==> src/rtl/iso14443_2a_tx_fdt_encoder_if.sv <==
// Bit handshake between the frame encoder (master) and the FDT-aligned
// transmit encoder (slave).
interface iso14443_2a_tx_fdt_encoder_if;
  logic tx_data;
  logic tx_data_valid;
  logic tx_last_bit;
  logic tx_req;

  modport master (output tx_data, tx_data_valid, tx_last_bit, input tx_req);
  modport slave  (input tx_data, tx_data_valid, tx_last_bit, output tx_req);
endinterface

==> src/rtl/iso14443_2a_tx_fdt_encoder.sv <==
// PICC-to-PCD transmit encoder: FDT grid alignment, SOC, Manchester data
// bits with subcarrier, EOC, runtime bit-rate selection.
module iso14443_2a_tx_fdt_encoder #(
  parameter int BIT_CLKS_BASE = 128,
  parameter int SC_HALF       = 8,
  parameter int FDT_OFFSET_1  = 84,
  parameter int FDT_OFFSET_0  = 20,
  parameter int FDT_MAX_N     = 64
) (
  input  logic                               clk,
  input  logic                               rst_n,
  input  logic                               fdt_trigger,
  input  logic                               rx_last_bit,
  input  logic [1:0]                         bit_rate_sel,
  iso14443_2a_tx_fdt_encoder_if.slave        tx_bus,
  output logic                               lm_out,
  output logic                               busy,
  output logic                               tx_error
);

  localparam int CW = $clog2(FDT_OFFSET_1 + FDT_MAX_N * BIT_CLKS_BASE + 1);
  localparam int BW = $clog2(BIT_CLKS_BASE);
  localparam int NW = $clog2(FDT_MAX_N + 1);

  typedef enum logic [2:0] {IDLE, ARMED, SOC, DATA, EOC} state_t;

  state_t        state_q, state_d;
  logic [CW-1:0] fdt_cnt_q, fdt_cnt_d;
  logic [CW-1:0] grid_q, grid_d;
  logic [NW-1:0] fdt_n_q, fdt_n_d;
  logic [1:0]    sel_q, sel_d;
  logic [BW-1:0] bit_cnt_q, bit_cnt_d;
  logic          bit_val_q, bit_val_d;
  logic          last_q, last_d;
  logic          timeout_q, timeout_d;
  logic          lm_d;
  logic          req;
  logic          underrun;

  logic [BW:0]   bit_clks;
  logic [BW:0]   half_clks;
  logic [BW:0]   half_pos;
  logic          bit_end;
  logic          first_half;
  logic          sc_high;

  assign bit_clks  = (BW+1)'(BIT_CLKS_BASE) >> sel_q;
  assign half_clks = bit_clks >> 1;
  assign bit_end   = ({1'b0, bit_cnt_q} == bit_clks - (BW+1)'(1));

  assign tx_bus.tx_req = req;
  assign busy          = (state_q == SOC) || (state_q == DATA) || (state_q == EOC);
  assign tx_error      = timeout_q | underrun;

  // fdt_cnt holds the cycle index relative to the trigger cycle, so a grid
  // hit is decided one cycle early and lm_out (registered) lands on the grid.
  always_comb begin
    state_d    = state_q;
    fdt_cnt_d  = fdt_cnt_q;
    grid_d     = grid_q;
    fdt_n_d    = fdt_n_q;
    sel_d      = sel_q;
    bit_cnt_d  = bit_cnt_q;
    bit_val_d  = bit_val_q;
    last_d     = last_q;
    timeout_d  = 1'b0;
    req        = 1'b0;
    underrun   = 1'b0;

    if ((state_q == IDLE || state_q == ARMED) && fdt_trigger) begin
      state_d   = ARMED;
      fdt_cnt_d = CW'(1);
      fdt_n_d   = '0;
      sel_d     = bit_rate_sel;
      grid_d    = rx_last_bit ? CW'(FDT_OFFSET_1) : CW'(FDT_OFFSET_0);
    end else begin
      case (state_q)
        ARMED: begin
          fdt_cnt_d = fdt_cnt_q + CW'(1);
          if (fdt_cnt_q + CW'(1) == grid_q) begin
            if (tx_bus.tx_data_valid) begin
              state_d   = SOC;
              bit_cnt_d = '0;
              bit_val_d = 1'b1;
              last_d    = 1'b0;
            end else if (fdt_n_q == NW'(FDT_MAX_N - 1)) begin
              timeout_d = 1'b1;
              state_d   = IDLE;
            end else begin
              fdt_n_d = fdt_n_q + NW'(1);
              grid_d  = grid_q + CW'(bit_clks);
            end
          end
        end
        SOC, DATA: begin
          bit_cnt_d = bit_cnt_q + BW'(1);
          if (bit_end) begin
            bit_cnt_d = '0;
            if (last_q) begin
              state_d = EOC;
            end else if (tx_bus.tx_data_valid) begin
              req       = 1'b1;
              state_d   = DATA;
              bit_val_d = tx_bus.tx_data;
              last_d    = tx_bus.tx_last_bit;
            end else begin
              underrun = 1'b1;
              state_d  = EOC;
            end
          end
        end
        EOC: begin
          bit_cnt_d = bit_cnt_q + BW'(1);
          if (bit_end) begin
            bit_cnt_d = '0;
            state_d   = IDLE;
          end
        end
        default: state_d = IDLE;
      endcase
    end
  end

  // Modulation is computed for the upcoming cycle so lm_out comes straight from a flop.
  always_comb begin
    half_pos   = {1'b0, bit_cnt_d} & (half_clks - (BW+1)'(1));
    first_half = ({1'b0, bit_cnt_d} < half_clks);
    sc_high    = ((half_pos & (BW+1)'(SC_HALF)) == '0);
    lm_d       = 1'b0;
    if (state_d == SOC || state_d == DATA) begin
      lm_d = (bit_val_d ? first_half : !first_half) && sc_high;
    end
  end

  always_ff @(posedge clk or negedge rst_n) begin
    if (!rst_n) begin
      state_q   <= IDLE;
      fdt_cnt_q <= '0;
      grid_q    <= '0;
      fdt_n_q   <= '0;
      sel_q     <= '0;
      bit_cnt_q <= '0;
      bit_val_q <= 1'b0;
      last_q    <= 1'b0;
      timeout_q <= 1'b0;
      lm_out    <= 1'b0;
    end else begin
      state_q   <= state_d;
      fdt_cnt_q <= fdt_cnt_d;
      grid_q    <= grid_d;
      fdt_n_q   <= fdt_n_d;
      sel_q     <= sel_d;
      bit_cnt_q <= bit_cnt_d;
      bit_val_q <= bit_val_d;
      last_q    <= last_d;
      timeout_q <= timeout_d;
      lm_out    <= lm_d;
    end
  end

endmodule

==> src/flat_wrapper.sv <==
// flat-port wrapper written by rule: the top's interface ports become plain ports
module iso14443_2a_tx_fdt_encoder_flat 
#(
  parameter int BIT_CLKS_BASE = 128,
  parameter int SC_HALF       = 8,
  parameter int FDT_OFFSET_1  = 84,
  parameter int FDT_OFFSET_0  = 20,
  parameter int FDT_MAX_N     = 64
)
  (clk, rst_n, fdt_trigger, rx_last_bit, bit_rate_sel, lm_out, busy, tx_error, tx_bus_tx_data, tx_bus_tx_data_valid, tx_bus_tx_last_bit, tx_bus_tx_req);
  iso14443_2a_tx_fdt_encoder_if tx_bus_i ();
  input  logic clk;
  input  logic rst_n;
  input  logic fdt_trigger;
  input  logic rx_last_bit;
  input  logic [1:0] bit_rate_sel;
  output logic lm_out;
  output logic busy;
  output logic tx_error;
  input wire logic [$bits(tx_bus_i.tx_data)-1:0] tx_bus_tx_data;
  input wire logic [$bits(tx_bus_i.tx_data_valid)-1:0] tx_bus_tx_data_valid;
  input wire logic [$bits(tx_bus_i.tx_last_bit)-1:0] tx_bus_tx_last_bit;
  output wire logic [$bits(tx_bus_i.tx_req)-1:0] tx_bus_tx_req;
  assign tx_bus_i.tx_data = tx_bus_tx_data;
  assign tx_bus_i.tx_data_valid = tx_bus_tx_data_valid;
  assign tx_bus_i.tx_last_bit = tx_bus_tx_last_bit;
  assign tx_bus_tx_req = tx_bus_i.tx_req;
  iso14443_2a_tx_fdt_encoder #(.BIT_CLKS_BASE(BIT_CLKS_BASE), .SC_HALF(SC_HALF), .FDT_OFFSET_1(FDT_OFFSET_1), .FDT_OFFSET_0(FDT_OFFSET_0), .FDT_MAX_N(FDT_MAX_N)) u_core (.clk(clk), .rst_n(rst_n), .fdt_trigger(fdt_trigger), .rx_last_bit(rx_last_bit), .bit_rate_sel(bit_rate_sel), .tx_bus(tx_bus_i), .lm_out(lm_out), .busy(busy), .tx_error(tx_error));
endmodule
==> config.mk <==
export PLATFORM = sky130hd
export DESIGN_NAME = iso14443_2a_tx_fdt_encoder_flat
export DESIGN_NICKNAME = d
export VERILOG_FILES = /design/src/rtl/iso14443_2a_tx_fdt_encoder_if.sv /design/src/rtl/iso14443_2a_tx_fdt_encoder.sv /design/src/flat_wrapper.sv
export SDC_FILE = /design/constraint.sdc
export NUM_CORES = 1
export LEC_CHECK = 0
export ABC_AREA = 1
export CORE_UTILIZATION = 45
export DETAILED_ROUTE_END_ITERATION = 6
export DONT_BUFFER_PORTS = 1
export PLACE_DENSITY = 0.68
export SLEW_MARGIN = 20
export SYNTH_ARGS = -nofsm -noshare
export SYNTH_HDL_FRONTEND = slang
export SYNTH_SLANG_ARGS = --single-unit
==> constraint.sdc <==
create_clock -name clk -period 2.8 [get_ports clk]
set_input_delay 0 -clock clk [delete_from_list [all_inputs] [get_ports clk]]
set_output_delay 0 -clock clk [all_outputs]
set_load 0.03 [all_outputs]
# Word-level counts from Yosys, hierarchy flattened
# Cells that the tools add are included.
[classes]
n_addsub = 6
magnitude_cmp = 1
n_eq_ne = 14
shift = 1
mux = 57
bitwise = 3
n_reduce_logical = 16
[ops]
columns = ["cell", "n"]
rows = [
  ["$mux 14", 7],
  ["$mux 7", 10],
  ["$mux 1", 28],
  ["$mux 3", 8],
  ["$add 14x1->14 const B", 1],
  ["$add 14x8->14", 1],
  ["$add 7x1->7 const B", 2],
  ["$eq 14x14->1", 1],
  ["$pmux 7 s2", 1],
  ["$eq 3x2->1 const B", 4],
  ["$pmux 3 s3", 1],
  ["$eq 7x8->1", 1],
  ["$logic_not 8->1", 1],
  ["$shr 8x2->8 const A", 1],
  ["$sub 8x1->8 const B", 1],
  ["$eq 7x6->1 const B", 1],
  ["$lt 7x7->1", 1],
  ["$ne 2x1->1 const B", 3],
  ["$reduce_bool 2->1", 3],
  ["$reduce_and 5->1", 1],
  ["$and 4x4->4", 1],
  ["$logic_or 1x1->1", 4],
  ["$ne 2x2->1 const B", 2],
  ["$pmux 1 s2", 2],
  ["other kinds (11)", 12],
]
[word_totals]
regBits = 51
in_bits = 9
out_inout_bits = 4
word_cells = 108

# Logic depth before layout (Yosys ltp)
# Gate-level depths: netlist of the first run.
[logic_depth]
depth_word = 11
mapped_depth = 25
depth_no_buf = 25

# Worst setup path after synthesis of the first run
# No wires, ideal clock.
[synth_timing]
path_type = "reg-to-reg"
startpoint = "reg u_core.fdt_cnt_q[1]"
endpoint = "reg u_core.lm_out"
setup_ps = 116
arrival_ps = 2717
required_time_ps = 2684
slack_ps = -33
stages_incl_launch_ff = 25
n_path_buf = 0
period_less_slack_ps = 2833
cell_sequence = "dfrtp_1 > ha_1 > nand2_2 > inv_2 > nand2_1 > nand2_1 > nand2_1 > nand2_1 > inv_1 > nand2_1 > nor2_1 > nand2_1 > nor2_2 > nand4_2 > a31oi_1 > a21oi_1 > ha_1 > nand2_1 > inv_1 > o21ai_0 > nand2_1 > a31oi_1 > nand3_1 > nand2_1 > nor2_1"
[synth_via]
elab_chain_len = 10
elab_cells_between_ends = 21
classes_between = "add/sub: 1; order compare: 1; eq/ne: 3; mux: 11; bitwise: 1; reduce/logical: 4"
[synth_rtl]
columns = ["element", "line", "rtl"]
rows = [
  ["start, declared", "iso14443_2a_tx_fdt_encoder.sv:28", "logic [CW-1:0] fdt_cnt_q, fdt_cnt_d;"],
  ["start signal, assigned", "iso14443_2a_tx_fdt_encoder.sv:149", "fdt_cnt_q <= fdt_cnt_d;"],
  ["$add 14x1->14 *", "iso14443_2a_tx_fdt_encoder.sv:80", "if (fdt_cnt_q + CW'(1) == grid_q) begin"],
  ["$eq 14x14->1 *", "iso14443_2a_tx_fdt_encoder.sv:80", ""],
  ["$mux 7 *", "iso14443_2a_tx_fdt_encoder.sv:80", ""],
  ["$pmux 7 s2 *", "iso14443_2a_tx_fdt_encoder.sv:77", "case (state_q)"],
  ["$mux 7 *", "iso14443_2a_tx_fdt_encoder.sv:70", "if ((state_q == IDLE || state_q == ARMED) && fdt_trigger) begin"],
  ["net u_core.bit_cnt_d[4]", "iso14443_2a_tx_fdt_encoder.sv:32", "logic [BW-1:0] bit_cnt_q, bit_cnt_d;"],
  ["$lt 7x7->1 *", "iso14443_2a_tx_fdt_encoder.sv:127", "first_half = ({1'b0, bit_cnt_d} < half_clks);"],
  ["$logic_not 1->1", "iso14443_2a_tx_fdt_encoder.sv:131", "lm_d = (bit_val_d ? first_half : !first_half) && sc_high;"],
  ["$mux 1 *", "iso14443_2a_tx_fdt_encoder.sv:131", ""],
  ["$logic_and 1x1->1 *", "iso14443_2a_tx_fdt_encoder.sv:131", ""],
  ["$mux 1 *", "iso14443_2a_tx_fdt_encoder.sv:130", "if (state_d == SOC || state_d == DATA) begin"],
  ["net u_core.lm_d", "iso14443_2a_tx_fdt_encoder.sv:36", "logic lm_d;"],
  ["end signal, assigned", "iso14443_2a_tx_fdt_encoder.sv:157", "lm_out <= lm_d;"],
  ["end, declared", "iso14443_2a_tx_fdt_encoder.sv:16", "output logic lm_out,"],
]
# The timed path passes the listed nets; every way through them passes the cells marked *.
# A chain may end at the register's enable or synchronous reset.

# Worst setup path in the final report of the first run
# Same ends and word-level chain as after synthesis.

==> flow_summary.ini, run 1 <==
[logic_synthesis]
synthTopCellsByArea = dfrtp_1, nand2_1, inv_1
yosys.area.top_type = dfrtp_1
synth_most_common_cell = nand2_1
synth_flop_cell = dfrtp_1
yosys_warnings = 0
synth_seq_area_share_pct = 35.6
synthArstFlopShare_pct = 100
syn_area_per_cell_um2 = 7.34
synthTopCellsByCount = nand2_1, inv_1, dfrtp_1, nor2_1, nand3_1
synthDominantCellAreaShare_pct = 35.6
syn_area_um2 = 3370
synth-edff-count = 0
syn_inst = 460
ys_types = 37
synth-seq-cells = 48
synth_nets = 482

[run_status]
status = finished, violations left
violations = setup timing

[place]
place_congestion = 0.900
portBuffers = 0
dp_cells = 592
dp_hpwl_mm = 6.52
placed_area_um2 = 3780

[job]
max_cap_violations = 0

[clock_network]
clk_latency_ns = 0.30
clkTransAtPathRegs_ns = 0.09
cts_tree = built
h-tree-depth = 2
ctsRootBufferMaster = clkbuf_8
clock_path_buffers = 2
cts_buffers = 5
cts.sinks = 48

[detailed_routing]
wl_per_cell_um = 14.8
dr.pass1.iters = 5
drtAntennaViolNets = 0
wirelength_mm = 9.20
dr_total_vias = 3366
drc_errors = 0
viasPerCell = 5.40
drtIter0Drc = 215

[final_layout]
post-route-util_pct = 58.1
area_delta_synth_final_pct = 24.8
nFillCells = 681
fin_cells = 623
fin_nets = 545
antennaDiodeCount = 0
fin_area_um2 = 4210
final_layout_size_suffix_gt1_share_pct = 19.3

[worst_setup_path]
cp.required_ns = 3.04
rrSetupSlack_ns = -0.23
rr_endpoint = u_core.lm_out
crit_path_max_fanout = 6
crit_end = u_core.lm_out
reg2reg_from = u_core.fdt_cnt_q[1]
crit_start = u_core.fdt_cnt_q[1]
start_kind = flop
critPathArrivalTime_ns = 3.26
cp-end-kind = flop
critPathKind = flop to flop
r2r_cells = 19

[grt]
grt_max_degree = 49
antenna_found_initial = 0
grt_use_total_pct = 24.6
grt_pass1_vias = 3221
grt_pass1_wl_mm = 14.7
grt-ovfl-total = 0

[timing]
hold_viol_final = 0
max_slew_margin_pct = 60.4
setup_tns_ns = -0.381
finalMaxSlewViolations = 0
fmax_mhz = 330
fin_crit_sh_pct = 108
setup_viol = 2
worst_pin_slew_ns = 0.591
fin_crit_ns = 3.03
fin_skew_ns = 0.00652
whs_ns = 0.00337
finalWorstSetupSlack_ns = -0.227
rsz0062_at_grt = yes

[floorplanning]
rows = 31
die_x_um = 88.6
die_y_um = 88.6
start_util_pct = 46.5
core_area_um2 = 7250
io_pins = 13
dieArea_um2 = 7850

[hold_path]
hp-start = tx_bus_tx_data_valid
hold_path_class = primary input to flop

[power_and_ir_drop]
ir_worst_vdd_v = 0.000365
leakage_nw = 2.06
p_per_area_nw_per_um2 = 696
layout make-up:
class / count / area (um2) / share of cell area (%)
clock buffer: 7 / 86.3 / 2.05
clock inverter: 1 / 7.51 / 0.178
inverter: 58 / 218 / 5.17
multi-input combinational: 346 / 2050 / 48.6
sequential: 48 / 1200 / 28.6
tap: 99 / 124 / 2.94
timing repair buffer: 64 / 527 / 12.5
registers in the layout, indices dropped and copies added (netlist names):
register          flops
u_core.state_q        3
u_core.fdt_n_q        7
u_core.sel_q          2
u_core.fdt_cnt_q     14
u_core.timeout_q      1
u_core.last_q         1
u_core.lm_out         1
u_core.grid_q        11
u_core.bit_cnt_q      7
u_core.bit_val_q      1
worst max-delay path, stage by stage (launching register included):
cell	delay, ns
dfrtp_1	0.41
buf_6	0.14
nand2_2	0.07
nor2_4	0.20
buf_6	0.14
nand3_2	0.10
xor3_1	0.24
nand2_2	0.07
nor2_4	0.12
nand4_4	0.15
a31oi_4	0.22
a21oi_2	0.06
ha_1	0.32
a21oi_1	0.21
nand2_2	0.10
a31oi_4	0.18
inv_1	0.06
nand2_1	0.06
nand2_1	0.04
nor2_1	0.07
cell families (layout without fill, tap and decap cells):
group / Yosys count / in the layout / share of synthesized area [%]
xor gates and xnor gates: 21 / 21 / 7.53
buffers and inverters: 66 / 130 / 7.60
and+or+nand+nor: 243 / 243 / 32.5
AOI/OAI and AO/OA: 69 / 69 / 11.7
adders and majority gates: 13 / 13 / 5.04
DFF: 48 / 48 / 35.6
per-stage QoR:
step | setup slack (ns) | power [W]
after floorplan | 0.00906 | 0.00173
after global placement | -0.190 | 0.00210
after detailed placement | -0.269 | 0.00213
after CTS | -0.163 | 0.00280
after global routing | -0.442 | 0.00314
final | -0.227 | 0.00293
worst min path at each step:
stage / depth (start not counted) / end / slack (ns)
final: 3 / u_core.last_q / 0.003
after global routing: 4 / u_core.timeout_q / 0.03
after CTS: 3 / u_core.last_q / 0.008
after detailed placement: 0 / u_core.fdt_cnt_q[6] / -0.29
after global placement: 0 / u_core.fdt_cnt_q[7] / -0.29
after floorplan: 0 / u_core.bit_cnt_q[0] / -0.30
cell usage in the layout, fill, tap and decap left out, types with 8 or more instances in the layout:
| master | instances |
|---|---|
| nor3_1 | 8 |
| a21oi_1 | 16 |
| o21ai_0 | 21 |
| o22ai_1 | 11 |
| nand3_1 | 36 |
| dfrtp_1 | 47 |
| nand2_1 | 121 |
| xor2_1 | 11 |
| inv_1 | 53 |
| nor2_1 | 42 |
| ha_1 | 11 |
| buf_4 | 54 |
power by group:
group          total [W]  internal, W  switching (W)
Combinational    0.00152     0.000699       0.000820
Clock           0.000440     0.000201       0.000239
Sequential      0.000973     0.000809       0.000164
Total            0.00293      0.00171        0.00122
layer usage:
layer	share of wire, %	GRT usage [%]	routed length (um)
met4	2.8	10.7	260
met5	0	0	0
met3	4.9	3.45	453
met1	44	33.1	4070
met2	48	39.8	4410
what timing repair did:
action                                  in CTS  in global routing
hold buffers                                 7                  0
endpoints found under the hold margin       53                  0
pin swaps                                   12                 14
gates resized for setup                     15                 17
endpoints found under the setup margin       1                  2
setup buffers                               14                  2
Note: power is estimated with default switching activity, not from simulation.
==> inputs of run 2 (changes only) <==
--- a/config.mk
+++ b/config.mk
@@ -6,10 +6,13 @@
 export NUM_CORES = 1
 export LEC_CHECK = 0
 export ABC_AREA = 1
-export CORE_UTILIZATION = 45
+export CELL_PAD_IN_SITES_DETAIL_PLACEMENT = 0
+export CELL_PAD_IN_SITES_GLOBAL_PLACEMENT = 1
+export CORE_UTILIZATION = 43
 export DETAILED_ROUTE_END_ITERATION = 6
 export DONT_BUFFER_PORTS = 1
-export PLACE_DENSITY = 0.68
+export PLACE_DENSITY = 0.83
+export SKIP_LAST_GASP = 1
 export SLEW_MARGIN = 20
 export SYNTH_ARGS = -nofsm -noshare
 export SYNTH_HDL_FRONTEND = slang
==> run 2 against run 1 <==
Final cell count up 1.1%; register-to-register slack better by 0.04 ns; highest routed layer unchanged; combinational power down 7%; the run still ends with setup timing left; routed wire length down 2.2%; core utilization down 0.42 points; critical path type unchanged; critical endpoint unchanged; die area up 4.5%.
==> flow_summary.ini, run 2 (synthesized netlist as in run 1, its figures left out) <==
[place]
dp_hpwl_mm = 6.56
dp_slack_ns = -0.264
portBuffers = 0
place_congestion = 0.899
placed_area_um2 = 3840
dp_cells = 600

[timing]
fin_crit_sh_pct = 107
setup_viol = 1
setup_tns_ns = -0.186
fin_skew_ns = 0.00911
hold_viol_final = 0
rsz0062_at_grt = yes
worst_pin_slew_ns = 0.579
fmax_mhz = 335
finalMaxSlewViolations = 0
finalWorstSetupSlack_ns = -0.186
whs_ns = 0.0102
fin_crit_ns = 2.99
max_slew_margin_pct = 61.2

[detailed_routing]
viasPerCell = 5.22
drtIter0Drc = 180
dr.pass1.iters = 4
wl_per_cell_um = 14.3
wirelength_mm = 8.99
drtAntennaViolNets = 0
drc_errors = 0
dr_total_vias = 3287

[final_layout]
area_delta_synth_final_pct = 26.5
largest_reg_flops = 14
top_regs = u_core.fdt_cnt_q (14), u_core.grid_q (11)
fin_area_um2 = 4270
nFillCells = 688
ff_latch_area_um2 = 1200
multiInputGateArea_um2 = 2010
antennaDiodeCount = 0
layout_commonest_cell = nand2_1
final_layout_size_suffix_gt1_share_pct = 19.8
largest-register = u_core.fdt_cnt_q
fin_nets = 552
fin_cells = 630
final_cell_mix = nand2_1, buf_4, inv_1

[clock_network]
clkTransAtPathRegs_ns = 0.10
cts_buffers = 5
cts_tree = built
h-tree-depth = 2
clk_latency_ns = 0.31
ctsRootBufferMaster = clkbuf_8
cts.sinks = 48
clock_path_buffers = 2

[power_and_ir_drop]
ir_worst_vdd_v = 0.000349
p_comb_share_pct = 47.2
pwr-share-seq_pct = 32.0
leakage_nw = 2.12
p_per_area_nw_per_um2 = 698
switching_share_pct = 39.2
internal_power_w = 0.00181
netSwitchingPower_w = 0.00117
pwr-share-clk_pct = 20.8

[worst_setup_path]
rrSetupSlack_ns = -0.19
crit_end = u_core.lm_out
crit_path_max_fanout = 6
start_kind = flop
crit_start = u_core.fdt_cnt_q[1]
cp.required_ns = 3.04
critPathKind = flop to flop
rr_endpoint = u_core.lm_out
r2r_cells = 21
cp-end-kind = flop
reg2reg_from = u_core.fdt_cnt_q[1]
critPathArrivalTime_ns = 3.23

[floorplanning]
dieArea_um2 = 8210
rows = 31
start_util_pct = 45.5
io_pins = 13
core_area_um2 = 7410
die_y_um = 90.6
die_x_um = 90.6

[grt]
grt_pass1_vias = 3183
grt_use_total_pct = 23.1
grt_max_degree = 49
grt-ovfl-total = 0
grt_pass1_wl_mm = 15.2
antenna_found_initial = 0

[hold_path]
hold_path_class = primary input to flop
hp-start = fdt_trigger

[job]
max_cap_violations = 0

[run_status]
status = finished, violations left
violations = setup timing
## run 2: what timing repair did
action                                  4_1_cts  5_1_grt
gates resized for setup                      14       12
hold buffers                                  7        0
pin swaps                                    11       15
buffers inserted                              8        7
endpoints found under the hold margin        53        0
endpoints found under the setup margin        1        2
## run 2: layout make-up
class                      count  area share (%)
multi-input combinational    346            47.0
clock inverter                 3            1.61
timing repair buffer          71            13.6
sequential                    48            28.2
tap                           99            2.90
clock buffer                   5            1.61
inverter                      58            5.16
## run 2: power groups by stage
stage	combinational (W)	sequential, W	clock [W]
finish	0.00141	0.000955	0.000618
global route	0.00157	0.000974	0.000659
CTS	0.00131	0.000952	0.000633
detailed placement	0.00116	0.000955	0
global placement	0.00115	0.000951	0
floorplan	0.000801	0.000925	0
## run 2: worst max-delay path: stages (launching register included)
cell and delay (ns):
dfrtp_2 0.42, buf_6 0.12, nand2_4 0.05, nor2_4 0.17, buf_6 0.13, nand3_4 0.05, xor3_1 0.41, nand2_2 0.07
nor2_4 0.11, nand4_4 0.13, a31oi_1 0.16, a21oi_1 0.08, ha_1 0.32, nand2_1 0.06, inv_1 0.04, o21ai_1 0.11
nand2_1 0.07, a31oi_2 0.16, inv_1 0.06, nand2_1 0.05, nand2_1 0.04, nor2_1 0.09
## run 2: worst min path at each step
| stage | to | slack, ns | cells past startpoint |
|---|---|---|---|
| after floorplan | u_core.bit_cnt_q[0] | -0.30 | 0 |
| after global placement | u_core.grid_q[9] | -0.29 | 0 |
| after detailed placement | u_core.grid_q[6] | -0.29 | 0 |
| after CTS | u_core.last_q | 0.003 | 3 |
| after global routing | u_core.fdt_cnt_q[1] | 0.01 | 4 |
| final | u_core.fdt_cnt_q[1] | 0.01 | 4 |
## run 2: per-layer routing
metal | up-vias | share of wire, % | global-route usage, %
li1 | 1654 | - | -
met1 | 1551 | 46 | 31.5
met2 | 72 | 48 | 38.6
met3 | 10 | 4.6 | 2.86
met4 | 0 | 1.1 | 6.32
met5 | - | 0 | 0
## run 2: metrics by stage
step / total power, W / utilization, %
global placement: 0.00210 / 51.8
finish: 0.00298 / 57.6
CTS: 0.00290 / 56.2
detailed placement: 0.00212 / 51.8
floorplan: 0.00173 / -
global route: 0.00321 / 57.6
==> inputs of run 3 (changes only) <==
--- a/config.mk
+++ b/config.mk
@@ -8,7 +8,7 @@
 export ABC_AREA = 1
 export CELL_PAD_IN_SITES_DETAIL_PLACEMENT = 0
 export CELL_PAD_IN_SITES_GLOBAL_PLACEMENT = 1
-export CORE_UTILIZATION = 43
+export CORE_UTILIZATION = 45
 export DETAILED_ROUTE_END_ITERATION = 6
 export DONT_BUFFER_PORTS = 1
 export PLACE_DENSITY = 0.83
==> constraint.sdc (replaced) <==
create_clock -name clk -period 3.25 [get_ports clk]
set_input_delay 0 -clock clk [delete_from_list [all_inputs] [get_ports clk]]
set_output_delay 0 -clock clk [all_outputs]
set_load 0.03 [all_outputs]
==> run 3 against run 2 <==
The flow now finishes without violations; critical path depth is 2 higher; sequential power is 14% lower; register-to-register slack better by 0.43 ns; total power is 28% lower; hold slack worse by 0.0030 ns; fmax is 0.53% lower; clock power is 46% lower; die area is 4.3% lower; final area is 11% lower; global-route usage is 0.29 points lower; clock skew is 0.0028 ns lower; critical path type unchanged; largest cell class unchanged.
==> flow_summary.ini, run 3 (synthesized netlist as in run 1, its figures left out) <==
[timing]
fin_crit_sh_pct = 92.4
setup_viol = 0
hold_viol_final = 0
worst_pin_slew_ns = 0.538
setup_tns_ns = 0
finalMaxSlewViolations = 0
fmax_mhz = 333
fin_skew_ns = 0.00634
max_slew_margin_pct = 64.0
fin_crit_ns = 3.00

[final_layout]
nFillCells = 721
post-route-util_pct = 52.3
top_regs = u_core.fdt_cnt_q (14), u_core.grid_q (11)
layout_commonest_cell = nand2_1
final_layout_size_suffix_gt1_share_pct = 10.0
largest-register = u_core.fdt_cnt_q
fin_nets = 503
area_delta_synth_final_pct = 12.3
fin_area_um2 = 3790
largest_reg_flops = 14
fin_cells = 578
antennaDiodeCount = 0
final_cell_mix = nand2_1, inv_1, dfrtp_1

[detailed_routing]
drc_errors = 0
wl_per_cell_um = 14.6
drtIter0Drc = 123
drtAntennaViolNets = 0
dr_total_vias = 3043
viasPerCell = 5.26
dr.pass1.iters = 4
wirelength_mm = 8.44

[grt]
antenna_found_initial = 0
grt-ovfl-total = 0
grt_pass1_vias = 2780
grt_max_degree = 49
grt_pass1_wl_mm = 13.5
grt_use_total_pct = 22.8

[floorplanning]
dieArea_um2 = 7850
core_area_um2 = 7250
die_x_um = 88.6
die_y_um = 88.6
rows = 31
io_pins = 13
start_util_pct = 46.5

[place]
portBuffers = 0
place_congestion = 0.859
dp_cells = 558
placed_area_um2 = 3510
dp_hpwl_mm = 6.17

[worst_setup_path]
critPathKind = flop to flop
cp.required_ns = 3.48
critPathMostFrequentCell = nand2_1
crit_chain = nand2_2 > nor2_4 > nand2_1 > nand2_1 > nand2_1 > nand2_1 > inv_1 > nor2_2 > nand2_1 > nor2_4 > nand4_4 > a31oi_1 > a21oi_1 > ha_1 > nand2_1 > inv_1 > o21ai_1 > nand2_1 > a31oi_2 > inv_1 > nand2_1 > nand2_1 > nor2_1
critPathArrivalTime_ns = 3.23
crit_family = simple AND/OR/NAND/NOR gates
cp-end-kind = flop
crit_path_max_fanout = 6
start_kind = flop
slowest_delay_ns = 0.44
slowest_stage = dfrtp_2
crit_buf_inv = 3

[clock_network]
ctsRootBufferMaster = clkbuf_8
h-tree-depth = 2
cts.sinks = 48
cts_buffers = 5
clk_latency_ns = 0.29
clkTransAtPathRegs_ns = 0.09
cts_tree = built
clock_path_buffers = 2

[run_status]
status = finished, final reports clean

[hold_path]
hold_path_class = primary input to flop

[power_and_ir_drop]
leakage_nw = 1.83
ir_worst_vdd_v = 0.000309
p_per_area_nw_per_um2 = 566

[job]
max_cap_violations = 0
## run 3: cell count changes in the layout (fill, tap and decap cells not counted), sizes merged
cell    delta
inv        -1
bufinv     -2
buf       -49
## run 3: through the flow
step,setup WS [ns],hold WS (ns),total power (W)
floorplan,0.417,-0.296,0.00148
global placement,0.155,-0.294,0.00169
detailed placement,0.0877,-0.294,0.00171
CTS,0.0592,0.00161,0.00207
global route,-0.0266,0.0299,0.00232
finish,0.248,0.00715,0.00214
## run 3: final timing paths
check	startpoint	endpoint	slack (ns)	depth (start not counted)
max reg2reg	u_core.fdt_cnt_q[1]	u_core.lm_out	0.25	23
min reg2reg	u_core.fdt_n_q[3]	u_core.fdt_n_q[3]	0.49	1
min in group asynchronous	rst_n	u_core.fdt_cnt_q[4]	0.22	2
max	u_core.fdt_cnt_q[1]	u_core.lm_out	0.25	23
min	tx_bus_tx_data_valid	u_core.last_q	0.007	3
max in group asynchronous	rst_n	u_core.grid_q[9]	2.80	2
## run 3: tightest hold or removal path, cell delays in order
cell     delay, ns
nor2_1        0.04
nor2_1        0.13
o21ai_0       0.09
## run 3: power breakdown
part	switching [W]	internal (W)
Clock	0.000192	0.000140
Combinational	0.000604	0.000384
Sequential	0.000127	0.000699
Total	0.000923	0.00122
## run 3: what timing repair did
action / in CTS / in global routing
setup endpoints to repair: 0 / 1
setup buffers: 0 / 8
hold buffers: 7 / 0
gates resized for setup: 0 / 17
endpoints found under the hold margin: 53 / 0
## run 3: final cells by class
cell class | instances | area (um2) | share of cell area (%)
multi-input combinational | 346 | 1970 | 52.1
timing repair buffer | 22 | 200 | 5.28
sequential | 48 | 1200 | 31.8
inverter | 58 | 218 | 5.74
clock buffer | 5 | 68.8 | 1.82
tap | 99 | 124 | 3.27
## run 3: routing by layer
| metal | routed length (um) | global-route usage, % |
|---|---|---|
| met5 | 0 | 0 |
| met3 | 246 | 4.20 |
| met2 | 4170 | 39.0 |
| met1 | 3950 | 30.1 |
| met4 | 68 | 5.28 |
